File: config.mk
export PLATFORM = sky130hd
export DESIGN_NAME = fifo_wr_arb
export DESIGN_NICKNAME = d
export VERILOG_FILES = /design/src/rtl/fifo_wr_arb.sv
export SDC_FILE = /design/constraint.sdc
export NUM_CORES = 1
export LEC_CHECK = 0
export CORE_ASPECT_RATIO = 0.6
export CORE_UTILIZATION = 21
export CTS_CLUSTER_SIZE = 8
export DETAILED_ROUTE_END_ITERATION = 12
export PLACE_DENSITY = 0.78
export SYNTH_ARGS = -nofsm -noshare
export SYNTH_HDL_FRONTEND = slang
export SYNTH_SLANG_ARGS = --single-unit
File: constraint.sdc
create_clock -name clk_i -period 1.86 [get_ports clk_i]
set_input_delay 0.465 -clock clk_i [delete_from_list [all_inputs] [get_ports clk_i]]
set_output_delay 0.465 -clock clk_i [all_outputs]
set_load 0.05 [all_outputs]
File: src/rtl/fifo_wr_arb.sv
// Round-robin arbiter that merges NUM_REQ beat streams into a single FIFO write port.
// Define FIFO_WR_ARB_PKT_LOCK_EN to hold a grant until packet end or MAX_BURST beats.
module fifo_wr_arb #(
    parameter int unsigned NUM_REQ    = 4,
    parameter int unsigned DATA_WIDTH = 32,
    parameter int unsigned MAX_BURST  = 8
) (
    input  logic                          clk_i,
    input  logic                          rstn_i,
    input  logic [NUM_REQ-1:0]            req_valid_i,
    input  logic [NUM_REQ*DATA_WIDTH-1:0] req_data_i,
    input  logic [NUM_REQ-1:0]            req_last_i,
    output logic [NUM_REQ-1:0]            req_ready_o,
    input  logic                          fifo_full_i,
    output logic                          fifo_wr_en_o,
    output logic [DATA_WIDTH-1:0]         fifo_din_o,
    output logic [NUM_REQ-1:0]            grant_o,
    output logic                          busy_o
);

    localparam int unsigned PtrW = (NUM_REQ > 1) ? $clog2(NUM_REQ) : 1;
    localparam logic [PtrW-1:0] LastIdx = PtrW'(NUM_REQ - 1);
    localparam logic [NUM_REQ-1:0] GntOne = NUM_REQ'(1);

    typedef enum logic [0:0] {StIdle, StGrant} state_e;

    state_e              state_q;
    logic [NUM_REQ-1:0]  grant_q;
    logic [PtrW-1:0]     rr_ptr_q;
    logic [PtrW-1:0]     grant_idx;
    logic [PtrW-1:0]     next_idx;
    logic [PtrW-1:0]     search_start;
    logic [PtrW-1:0]     winner;
    logic [PtrW-1:0]     idx_p;
    logic                found;
    logic                xfer;
    logic                release_grant;

    assign grant_o     = grant_q;
    assign busy_o      = (state_q == StGrant);
    assign req_ready_o = grant_q & ~{NUM_REQ{fifo_full_i}};
    assign xfer        = |(req_valid_i & req_ready_o);
    assign fifo_wr_en_o = xfer;

    always_comb begin
        grant_idx = '0;
        for (int unsigned k = 0; k < NUM_REQ; k++) begin
            if (grant_q[k]) grant_idx = PtrW'(k);
        end
    end

    assign next_idx = (grant_idx == LastIdx) ? '0 : grant_idx + 1'b1;

    // Idle arbitration starts at rr_ptr; a releasing grant searches from g+1 directly.
    assign search_start = (state_q == StIdle) ? rr_ptr_q : next_idx;

    always_comb begin
        found  = 1'b0;
        winner = '0;
        idx_p  = '0;
        for (int unsigned i = 0; i < NUM_REQ; i++) begin
            idx_p = PtrW'((32'(search_start) + i) % NUM_REQ);
            if (!found && req_valid_i[idx_p]) begin
                found  = 1'b1;
                winner = idx_p;
            end
        end
    end

    always_comb begin
        fifo_din_o = '0;
        for (int unsigned k = 0; k < NUM_REQ; k++) begin
            if (req_valid_i[k] && req_ready_o[k]) begin
                fifo_din_o = fifo_din_o | req_data_i[k*DATA_WIDTH +: DATA_WIDTH];
            end
        end
    end

`ifdef FIFO_WR_ARB_PKT_LOCK_EN
    localparam int unsigned CntW = $clog2(MAX_BURST + 1);
    logic [CntW-1:0] beat_cnt_q;

    assign release_grant = xfer &&
        (req_last_i[grant_idx] || ((beat_cnt_q + CntW'(1)) == CntW'(MAX_BURST)));

    always_ff @(posedge clk_i or negedge rstn_i) begin
        if (!rstn_i) begin
            beat_cnt_q <= '0;
        end else if (release_grant) begin
            beat_cnt_q <= '0;
        end else if (xfer) begin
            beat_cnt_q <= beat_cnt_q + CntW'(1);
        end
    end
`else
    logic [31:0] unused_cfg;
    assign unused_cfg    = {31'(MAX_BURST), ^req_last_i};
    assign release_grant = xfer;
`endif

    always_ff @(posedge clk_i or negedge rstn_i) begin
        if (!rstn_i) begin
            state_q  <= StIdle;
            grant_q  <= '0;
            rr_ptr_q <= '0;
        end else begin
            unique case (state_q)
                StIdle: begin
                    if (found) begin
                        state_q <= StGrant;
                        grant_q <= GntOne << winner;
                    end
                end
                StGrant: begin
                    if (release_grant) begin
                        rr_ptr_q <= next_idx;
                        if (found) begin
                            grant_q <= GntOne << winner;
                        end else begin
                            state_q <= StIdle;
                            grant_q <= '0;
                        end
                    end
                end
            endcase
        end
    end

endmodule

==> flow_summary.json, run 1 <==
{
  "outcome": "complete, but fails checks",
  "violations": "setup timing",
  "die_width_um": 99.64,
  "ys_types": 33,
  "dpl.hpwl_um": 5966,
  "critical_path.endpoint_type": "output pin",
  "overflow": 0,
  "hold_path_class": "reg -> reg",
  "htreeDepth": 1,
  "cts_tree": "built",
  "rows": 20,
  "setup_slack_ns": -0.2614,
  "fin_cells": 469,
  "port_buffers": 176,
  "cts_root_buffer": "clkbuf_8",
  "yosysSeqAreaShare": 0.1458,
  "min_to": "rr_ptr_q[0]",
  "synth_edf_count": 0,
  "reg2regPathDepth": 9,
  "grtUsageTotal": 0.2982,
  "coreArea_sq_um": 5280,
  "ys_ff_latch": 7,
  "synth_commonest_cells": "64 x a22oi_1, 38 x nand2_1, 14 x clkbuf_1",
  "yosys.area.top_type": "a22oi_1",
  "grt_pass1_vias": 2626,
  "power.density_nw_per_um2": 989.3,
  "startpoint_type": "register",
  "area.sequential_sq_um": 181.4,
  "numClockSinks": 7,
  "drt-initial-drc-count": 116,
  "cp_max_fo": 7,
  "place_inst": 434,
  "rsz0062_at_grt": "true",
  "preCtsSetupSlack_ns": -0.7603,
  "worstReg2RegEnd": "grant_o[0]",
  "maxCapViolations": 0,
  "power_mw": 4.513,
  "p_sw_frac": 0.4683,
  "viasPerCell": 5.284,
  "multiInputGateArea_sq_um": 1475,
  "hold_start": "rr_ptr_q[0]",
  "synth_ff_type": "dfrtp_1",
  "grt_first_pass_wirelength_um": 13440,
  "ir_worst_vdd_mv": 0.8425,
  "drive_gt1_frac": 0.5612,
  "diodes": 0,
  "antenna_left": 0,
  "fin_util": 0.8640,
  "pwr-share-comb": 0.891,
  "synthTopCellsByArea": "a22oi_1 40%, dfrtp_1 15%, nand2_1 12%, clkbuf_1 4.4%, nor2b_1 3.1%",
  "critPathArrivalTime_ns": 1.66,
  "drc": 0,
  "cts_buffers": 3,
  "die_h_um": 60.58,
  "grt_antenna_before_repair": 0,
  "p_int_mw": 2.400,
  "fmax_mhz": 471.4,
  "fill_cells": 279,
  "routedWlPerCell_um": 20.64,
  "avgSynthCellArea_sq_um": 6.983,
  "mappedNetlistArea_sq_um": 1201,
  "worst_pin_slew_ns": 0.4058,
  "setup_violations": 39,
  "cts_hold_buf": 0,
  "yosys_warnings": 0,
  "worst-setup-path-type": "reg -> out",
  "syn_nets": 311,
  "synth_top_area_frac": 0.4000,
  "skew_ns": 0.007436,
  "fin_crit_sh": 1.141,
  "final_hold_viol_count": 0,
  "place.gp.congestion": 0.8666,
  "start_util": 0.2275,
  "grt_max_degree": 15,
  "ys_async_sr_fraction": 1.000,
  "required_ns": 1.39,
  "power.clock.fraction": 0.050,
  "net-switching-power_mw": 2.113,
  "path_clk_slew_ns": 0.05,
  "regToRegStartpoint": "grant_o[1]",
  "cts_buffer_depth": 2,
  "r2r_slack_ns": -0.17,
  "drtPass1Iterations": 4,
  "area_growth_pct": 279.8,
  "min_path_cells": 2,
  "p_leak_nw": 1.796,
  "yosysMostFrequentCell": "a22oi_1",
  "clk_latency_ns": 0.24,
  "max-slew-margin-rel": 0.7286,
  "syn_inst": 172,
  "num_io_pins": 181,
  "vias": 2478,
  "slew_viol_final": 0,
  "die_area_sq_um": 6036,
  "routed_wl_um": 9680,
  "period_needed_ns": 2.121,
  "power_frac_seq": 0.059,
  "nets": 532
}
## sequential cells by signal, summed over array words and instances, names as in the netlist
name	count
rr_ptr_q	2
busy_o	1
grant_o	4
## power by group through the flow
stage	sequential (mW)	combinational, mW	clock, mW
final	0.268	4.02	0.224
after detailed placement	0.280	3.14	0
after global placement	0.273	3.10	0
after global routing	0.273	4.14	0.243
after floorplan	0.405	1.52	0
after CTS	0.265	3.76	0.225
## logic make-up (layout without fill, tap and decap cells)
group	after synthesis	in the layout	share of synthesized area
mux	2	2	0.01875
simple gates	66	70	0.2823
buf+inv	20	236	0.07083
compound gates	77	77	0.4823
flops	7	7	0.1458
## cell type report
cell class | count | area share
well taps | 77 | 0.02112
flip-flops and latches | 7 | 0.03977
clock buffers | 4 | 0.009874
inverters | 3 | 0.003017
repair buffers | 229 | 0.6029
multi-input cells | 149 | 0.3234
## placed cells by master, fill, tap and decap left out, drive strengths merged
master and count:
or3 1, clkdlybuf4s50 129, o21ai 3, o32ai 1, nor4b 1, mux2 2, dlygate4sd2 4, inv 3
o2bb2ai 1, nor3 2, a21o 1, buf 94, a2111o 1, and3 1, o21ba 1, or2b 1
and2b 1, nor4 3, nor2b 6, nand3 3, a22oi 64, dfrtp 7, o21bai 1, nor2 2
nand2 38, a21oi 3, and2 8, nand2b 3, o211ai 1, clkbuf 6
## routing by layer
| layer | part of all wire | global-route usage | routed length, um |
|---|---|---|---|
| met1 | 0.38 | 0.3460 | 3677 |
| met2 | 0.52 | 0.5685 | 5079 |
| met3 | 0.078 | 0.05645 | 757 |
| met4 | 0.017 | 0.1029 | 165 |
| met5 | 0 | 0 | 0 |
## critical path, stage by stage (launching register included)
cell	delay, ns
dfrtp_2	0.39
nor2b_4	0.13
and2_4	0.19
buf_12	0.15
nor4_4	0.34
inv_4	0.06
buf_12	0.15
## what timing repair did
action,4_1_cts,5_1_grt
buffers inserted,16,9
resized for setup,97,20
cloned,9,2
endpoints found under the hold margin,0,0
pin swaps,35,27
setup endpoints to repair,43,39
## per-stage QoR
stage	hold WS, ns	TNS [ns]	area (sq um)
after floorplan	0.1694	-10.08	1493
after global placement	0.4548	-26.18	3715
after detailed placement	0.4719	-27.19	3715
after CTS	0.4791	-6.506	4400
after global routing	0.5133	-8.414	4562
final	0.4760	-7.074	4562
## worst max-delay path by stage
| stage | start | end | slack [ns] | cells after the start |
|---|---|---|---|---|
| 2_1_floorplan | grant_o[2] | fifo_din_o[13] | -0.31 | 6 |
| 3_3_place_gp | fifo_full_i | fifo_din_o[1] | -0.72 | 8 |
| 3_5_place_dp | fifo_full_i | fifo_din_o[1] | -0.76 | 8 |
| 4_1_cts | grant_o[3] | fifo_wr_en_o | -0.23 | 6 |
| 5_1_grt | grant_o[1] | fifo_wr_en_o | -0.30 | 6 |
| 6_report | grant_o[1] | fifo_wr_en_o | -0.26 | 6 |
Power figures use the tool's default switching activity.
==> run 2, diff against run 1 <==
--- a/config.mk
+++ b/config.mk
@@ -10,6 +10,7 @@
 export CTS_CLUSTER_SIZE = 8
 export DETAILED_ROUTE_END_ITERATION = 12
 export PLACE_DENSITY = 0.78
+export SLEW_MARGIN = 30
 export SYNTH_ARGS = -nofsm -noshare
 export SYNTH_HDL_FRONTEND = slang
 export SYNTH_SLANG_ARGS = --single-unit
==> results of run 2 <==
The final DEF is identical to that of run 1; final timing and power are the same.
